`src/rtl/sat_accum_pkg.sv`:
```
// Shared types and constants for the saturating burst accumulator.
package sat_accum_pkg;

  // Burst sequencing states.
  typedef enum logic [1:0] {
    IDLE  = 2'd0,
    ACCUM = 2'd1,
    HOLD  = 2'd2
  } state_t;

  // Legal one-hot selector values and the code each one maps to.
  localparam logic [3:0] SEL_CODE3 = 4'b0001;
  localparam logic [3:0] SEL_CODE2 = 4'b0010;
  localparam logic [3:0] SEL_CODE1 = 4'b0100;
  localparam logic [3:0] SEL_CODE0 = 4'b1000;

endpackage

```
`src/rtl/onehot2_encoder.sv`:
```
// Maps a 4-bit one-hot selector onto a 2-bit code.
// Any value that is not one of the four legal one-hot patterns yields code 0
// and raises err.
module onehot2_encoder
  import sat_accum_pkg::*;
(
  input  logic [3:0] sel,
  output logic [1:0] code,
  output logic       err
);

  // Full-case decode with an explicit fallback for illegal selectors.
  always_comb begin
    code = 2'd0;
    err  = 1'b0;
    case (sel)
      SEL_CODE3: code = 2'd3;
      SEL_CODE2: code = 2'd2;
      SEL_CODE1: code = 2'd1;
      SEL_CODE0: code = 2'd0;
      default: begin
        code = 2'd0;
        err  = 1'b1;
      end
    endcase
  end

endmodule

```
`src/rtl/sat_accum_encoder.sv`:
```
// Accumulates BURST_LEN beats into a saturating sum, encodes the selector of
// the final beat and presents the result until downstream takes it.
//
// Handshakes: a beat transfers on a rising clk edge where in_valid && in_ready;
// a result transfers on an edge where out_valid && out_ready. in_ready is low
// while a result is held, so no beat is taken in that cycle, and the result
// fields stay frozen until the transfer.
module sat_accum_encoder
  import sat_accum_pkg::*;
#(
  parameter int DATA_W    = 8,
  parameter int ACC_W     = 9,
  parameter int BURST_LEN = 4
) (
  input  logic              clk,
  input  logic              rst,
  input  logic              in_valid,
  output logic              in_ready,
  input  logic [DATA_W-1:0] in_data,
  input  logic [3:0]        in_sel,
  output logic              out_valid,
  input  logic              out_ready,
  output logic [ACC_W-1:0]  out_sum,
  output logic [1:0]        out_code,
  output logic              out_sat,
  output logic              out_err,
  output state_t            state_dbg
);

  localparam int CNT_W = $clog2(BURST_LEN + 1);
  localparam logic [ACC_W-1:0] ACC_MAX = '1;
  localparam logic [CNT_W-1:0] LAST_IDX = CNT_W'(BURST_LEN - 1);

  state_t            state, state_nxt;
  logic [ACC_W-1:0]  acc, acc_nxt;
  logic [CNT_W-1:0]  beat_cnt, cnt_nxt;
  logic              sat, sat_nxt;
  logic              err, err_nxt;
  logic [1:0]        code, code_nxt;

  logic [1:0]        enc_code;
  logic              enc_err;
  logic [ACC_W:0]    sum_ext;
  logic              accept;

  onehot2_encoder u_enc (
    .sel  (in_sel),
    .code (enc_code),
    .err  (enc_err)
  );

  assign in_ready = (state != HOLD);
  assign accept   = in_valid && in_ready;

  // One guard bit above the accumulator catches overflow of the add.
  assign sum_ext = {1'b0, acc} + (ACC_W + 1)'(in_data);

  // Next-state and datapath update; every register holds unless changed.
  always_comb begin
    state_nxt = state;
    acc_nxt   = acc;
    cnt_nxt   = beat_cnt;
    sat_nxt   = sat;
    err_nxt   = err;
    code_nxt  = code;
    case (state)
      IDLE: begin
        if (accept) begin
          acc_nxt   = ACC_W'(in_data);
          cnt_nxt   = CNT_W'(1);
          sat_nxt   = 1'b0;
          err_nxt   = enc_err;
          code_nxt  = enc_code;
          state_nxt = ACCUM;
        end
      end
      ACCUM: begin
        if (accept) begin
          if (sum_ext[ACC_W]) begin
            acc_nxt = ACC_MAX;
            sat_nxt = 1'b1;
          end else begin
            acc_nxt = sum_ext[ACC_W-1:0];
          end
          cnt_nxt  = beat_cnt + CNT_W'(1);
          err_nxt  = err | enc_err;
          code_nxt = enc_code;
          if (beat_cnt == LAST_IDX) begin
            state_nxt = HOLD;
          end
        end
      end
      HOLD: begin
        if (out_ready) begin
          state_nxt = IDLE;
          acc_nxt   = '0;
          cnt_nxt   = '0;
          sat_nxt   = 1'b0;
          err_nxt   = 1'b0;
          code_nxt  = 2'd0;
        end
      end
      default: begin
        state_nxt = IDLE;
      end
    endcase
  end

  // State and datapath registers with asynchronous clear.
  always_ff @(posedge clk or posedge rst) begin
    if (rst) begin
      state    <= IDLE;
      acc      <= '0;
      beat_cnt <= '0;
      sat      <= 1'b0;
      err      <= 1'b0;
      code     <= 2'd0;
    end else begin
      state    <= state_nxt;
      acc      <= acc_nxt;
      beat_cnt <= cnt_nxt;
      sat      <= sat_nxt;
      err      <= err_nxt;
      code     <= code_nxt;
    end
  end

  assign out_valid = (state == HOLD);
  assign out_sum   = acc;
  assign out_code  = code;
  assign out_sat   = sat;
  assign out_err   = err;
  assign state_dbg = state;

endmodule

```
`config.mk`:
```
export PLATFORM = sky130hd
export DESIGN_NAME = sat_accum_encoder
export DESIGN_NICKNAME = d
export VERILOG_FILES = /design/src/rtl/sat_accum_pkg.sv /design/src/rtl/onehot2_encoder.sv /design/src/rtl/sat_accum_encoder.sv
export SDC_FILE = /design/constraint.sdc
export NUM_CORES = 1
export LEC_CHECK = 0
export BUFFER_PORTS_ARGS = -buffer_cell sky130_fd_sc_hd__buf_2
export CAP_MARGIN = 40
export CORE_MARGIN = 3
export CORE_UTILIZATION = 59
export CTS_BUF_LIST = sky130_fd_sc_hd__clkbuf_2 sky130_fd_sc_hd__clkbuf_4 sky130_fd_sc_hd__clkbuf_8
export DETAILED_ROUTE_END_ITERATION = 10
export PLACE_DENSITY_LB_ADDON = 0.08
export SLEW_MARGIN = 20
export SYNTH_ARGS = -nofsm -noshare
export SYNTH_HDL_FRONTEND = slang
export SYNTH_SLANG_ARGS = --single-unit
export TNS_END_PERCENT = 20
```
`constraint.sdc`:
```
create_clock -name clk -period 3.6 [get_ports clk]
set_input_delay 0.54 -clock clk [delete_from_list [all_inputs] [get_ports clk]]
set_output_delay 0.54 -clock clk [all_outputs]
set_load 0.05 [all_outputs]
```
**Word-level counts from Yosys, hierarchy flattened**

Index checks and enable logic that the tools add are counted.

- Multiplexer cells: 26
- Reductions and logical operators: 10
- Bitwise logic cells: 1
- Add/subtract/negate cells: 2
- Equal/unequal tests: 14

Operator list:

| cell | number |
|---|---|
| two-way mux 9 bit | 4 |
| case mux 9 bit (3 select lines) | 1 |
| case mux 2 bit (3 select lines) | 2 |
| adder 9 x 8 -> 10 bit | 1 |
| two-way mux 2 bit | 5 |
| != test 2 bit, second input constant | 5 |
| two-way mux 3 bit | 3 |
| case mux 3 bit (3 select lines) | 1 |
| AND reduction 4 bit | 2 |
| two-way mux 1 bit | 7 |
| case mux 1 bit (3 select lines) | 2 |
| AND reduction 5 bit | 1 |
| == test 4 x 1 -> 1 bit, second input constant | 1 |
| == test 4 x 2 -> 1 bit, second input constant | 1 |
| == test 4 x 3 -> 1 bit, second input constant | 1 |
| == test 4 bit, second input constant | 1 |
| != test 2 x 1 -> 1 bit, second input constant | 2 |
| case mux 2 bit (2 select lines) | 1 |
| OR reduction 4 bit | 1 |
| adder 3 x 1 -> 3 bit, second input constant | 1 |
| == test 3 x 2 -> 1 bit, second input constant | 1 |
| AND reduction 3 bit | 1 |
| nonzero test 3 bit | 1 |
| == test 2 x 1 -> 1 bit, second input constant | 1 |
| other kinds (6) | 6 |

- Bits in registers: 18

**Logic depth before layout (Yosys ltp)**

- Word-level depth: 6
- Depth in mapped cells: 8
- Depth with buffers taken out: 7

**Hierarchy**

Synthesis repeated with hierarchy kept, for this count alone.

- Cells, all modules: 163
- Area, all modules: 1493.9 µm²

By module, submodules not included:

| module | cells each | area each (µm²) | times used | sequential area each (µm²) |
|---|---|---|---|---|
| sat_accum_encoder | 155 | 1440.1 | 1 | 450.4 |
| onehot2_encoder | 8 | 53.8 | 1 | 0.0 |

**Worst setup path after synthesis**

OpenSTA, ideal clock, no wires.

- Kind: register to register
- From: register state[1] (netlist: state_dbg[1])
- To: register code[0] (netlist: out_code[0])
- Clock period less this slack: 2.676 ns
- Arrival: 2.551 ns
- Cell stages (with the launch flop): 7
- Path buffers: 0
- Required time: 3.475 ns
- Setup slack: 0.924 ns
- Cells stage by stage: dfrtp_1 ha_1 inv_1 nor2_1 nor2_1 a21oi_1 mux2_2

- Elaborated cells on any way between the ends: 11
- Classes of those cells: 5 x eq/ne; 1 x mux; 5 x reduce/logical

RTL lines:

| item | RTL line | source |
|---|---|---|
| start, declared | sat_accum_encoder.sv:34 | `state_t state, state_nxt;` |
| start signal, assigned | sat_accum_encoder.sv:119 | `state <= state_nxt;` |
| == test 2 bit (*) | -- |  |
| via out_valid | sat_accum_encoder.sv:21 | `output logic out_valid,` |
| != test 2 x 1 -> 1 bit (no line) / nonzero test 2 bit (equally long branches) | -- |  |
| AND reduction 3 bit (no line) | -- |  |
| end signal, assigned | sat_accum_encoder.sv:124 | `code <= code_nxt;` |
| end, declared | sat_accum_encoder.sv:39 | `logic [1:0] code, code_nxt;` |

Mark *: on every way through the listed nets, which the timed path passes. The rest lies on a longest branch.
A chain may end at the register's enable or synchronous reset.

**Worst setup path after layout**

- From: register acc[0] (netlist: out_sum[0])
- To: register acc[8] (netlist: out_sum[8])

- Cells in the longest elaborated chain, start to end: 4

Ends and longest elaborated chain:

| item | RTL line | source |
|---|---|---|
| start, declared | sat_accum_encoder.sv:35 | `logic [ACC_W-1:0] acc, acc_nxt;` |
| start signal, assigned | sat_accum_encoder.sv:120 | `acc <= acc_nxt;` |
| adder 9 x 8 -> 10 bit | sat_accum_encoder.sv:56 | `assign sum_ext = {1'b0, acc} + (ACC_W + 1)'(in_data);` |
| two-way mux 9 bit | sat_accum_encoder.sv:79 | `if (sum_ext[ACC_W]) begin` |
| two-way mux 9 bit | sat_accum_encoder.sv:78 | `if (accept) begin` |
| case mux 9 bit (3 select lines) | sat_accum_encoder.sv:66 | `case (state)` |

Every way passes these cells. The select of a mux whose other input is x is not followed.

==> flow_metrics.py <==
metrics = {
    "sta": {
        "fin_skew_ns": 0.00688,
        "finalCritPeriodShare": 0.600,
        "tightest_slew_ns": 0.696,
        "rsz0062_at_grt": "no",
        "clock.fmax_mhz": 463,
        "setup_viol": 0,
        "slew_violations": 0,
        "slew_headroom": 0.535,
        "period_minus_slack_ns": 2.16,
        "hold_viol": 0,
        "finalSetupTns_ns": 0,
    },
    "setup_path": {
        "path_cells": "ha_1 > fa_1 > a21o_1 > a221oi_2 > o21ai_1 > a31o_1 > a21oi_1",
        "crit_required_ns": 3.83,
        "crit_family": "compound AO/OA/AOI/OAI gates",
        "reg2reg_from": "out_sum[0]",
        "path_depth": 7,
        "worst_setup_path_end_kind": "register",
        "cp-endpoint": "out_sum[8]",
        "crit_buf_inv": 0,
        "startpoint": "out_sum[0]",
        "slowest_stage": "dfrtp_1",
        "cp-start-kind": "register",
        "critPathKind": "reg2reg",
        "r2r-end": "out_sum[8]",
        "arrival_ns": 2.39,
        "ff2ff_setup_slack_ns": 1.44,
        "worstPathMaxFanout": 3,
        "max_stage_delay_ns": 0.41,
        "worstRegToRegCells": 7,
    },
    "final_layout": {
        "drive_gt1_frac": 0.229,
        "nets": 223,
        "area_growth_pct": 17.6,
        "diodes": 0,
    },
    "synth": {
        "synth.distinct_cells": 35,
        "synth_cells": 156,
        "synth_nets": 186,
        "yosysTopAreaCell": "dfrtp_1",
        "ys_dominant_reg_cell": "dfrtp_1",
        "synth.top_cell.area_share": 0.339,
        "ys_seq_area_frac": 0.339,
        "ys_top_cells_by_count": "26 x a21oi_1, 21 x nor2_1, 18 x dfrtp_1",
        "ys.warnings.count": 0,
        "syn_area_mm2": 0.00133,
        "synthArstFlopShare": 1.00,
        "ys_ff_latch": 18,
        "yosys.cell_count.top_type": "a21oi_1",
        "synthTopCellsByArea": "dfrtp_1 34%, ha_1 12%, a21oi_1 9.8%",
        "synth-edff-count": 0,
        "syn_area_per_cell_um2": 8.52,
    },
    "die": {
        "initial_core_util": 0.651,
        "die_h_um": 53.5,
        "die_x_um": 53.5,
        "ios": 33,
        "rows": 16,
        "fp.dieArea_mm2": 0.00286,
        "core_area_mm2": 0.00204,
    },
    "grt": {
        "grt_use_met3": 0.0592,
        "grt_util_all_layers": 0.242,
        "grt_max_degree": 19,
        "grt_util_met1": 0.305,
        "grt-ovfl-total": 0,
        "grt_pass1_vias": 1179,
        "grt_pass1_wl_um": 4970,
        "grt.met2_usage": 0.408,
        "grt_antenna_before_repair": 0,
        "grt_busiest_layer": "met2",
    },
    "routing": {
        "first_pass_iters": 4,
        "drc": 0,
        "vias_per_cell": 5.96,
        "routed-via-count": 1305,
        "wire_per_inst_um": 14.0,
        "drt_iter0_markers": 49,
        "ant_nets": 0,
        "wl_um": 3070,
    },
    "job": {
        "cap_viol_max_count": 0,
    },
    "clock_tree": {
        "clkLatencyLatePin_ns": 0.30,
        "cts-root-buf": "clkbuf_4",
        "cts_setup_buffers": 0,
        "clk_path_buf_depth": 2,
        "cts_tree": "built",
        "cts.sinks": 18,
        "cts_hold_buffers": 0,
        "cts_resized": 0,
        "clk_pin_slew_ns": 0.11,
        "cts_inserted_buffers": 3,
        "htreeDepth": 1,
    },
    "status": {
        "outcome": "finished clean",
    },
    "place": {
        "globalplace.congestion": 0.864,
        "portBuffers": 32,
        "hpwl_um": 2370,
    },
    "worst_hold_path": {
        "min_path_type": "in2async",
    },
}
[worst min path at each step]
stage,endpoint,slack (ns),cells after the start
final,beat_cnt[1],0.33,2
after global routing,beat_cnt[1],0.37,2
after CTS,beat_cnt[2],0.34,2
after detailed placement,beat_cnt[1],0.47,2
after global placement,beat_cnt[1],0.46,2
after floorplan,beat_cnt[1],0.44,2
[through the flow]
stage               utilization  cells  cell area [um^2]  setup WS, ns  hold WS, ns
CTS                       0.763    218              1560          1.40        0.345
floorplan                     -    156              1330         0.924        0.443
finish                    0.765    219              1560          1.44        0.327
detailed placement        0.745    214              1520          1.21        0.468
global route              0.765    219              1560          1.31        0.374
global placement          0.741    213              1510          1.20        0.462
[cells in the final DEF, fill, tap and decap left out, drive strengths merged, types with 4 or more instances in the layout]
master,instances
o22ai,4
nor2,21
nand2,13
ha,13
buf,34
dfrtp,18
xnor2,5
inv,7
a21oi,26
clkbuf,4
o21ai,14
[layout make-up]
cell class / count / area [um^2]
inverter: 8 / 30.0
timing repair buffer: 34 / 173
sequential: 18 / 450
multi-input combinational: 128 / 840
fill: 153 / 479
clock buffer: 4 / 36.3
tap: 27 / 33.8
[flip-flops by register name, indices dropped and copies added, names as in the netlist]
| name | cells |
|---|---|
| out_sum | 9 |
| beat_cnt | 3 |
| out_code | 2 |
| state_dbg | 2 |
| out_err | 1 |
| out_sat | 1 |
[cell families (layout without fill, tap and decap cells)]
family,after synthesis,after routing,synth area share
compound gates,56,56,0.258
xor+xnor,8,8,0.0527
fa+ha+maj,14,14,0.137
buf+inv,10,46,0.0292
flops,18,18,0.339
mux,3,3,0.0254
simple gates,47,47,0.158
[metal layers]
metal | wire length, um | part of all wire | vias to the layer above
met1 | 1350 | 0.44 | 606
li1 | - | - | 642
met3 | 230 | 0.075 | 2
met5 | 0 | 0 | -
met2 | 1470 | 0.48 | 55
met4 | 18 | 0.0059 | 0
Power is not shown: default switching activity piles up to over one toggle a cycle in this logic, so the estimate is an artifact.
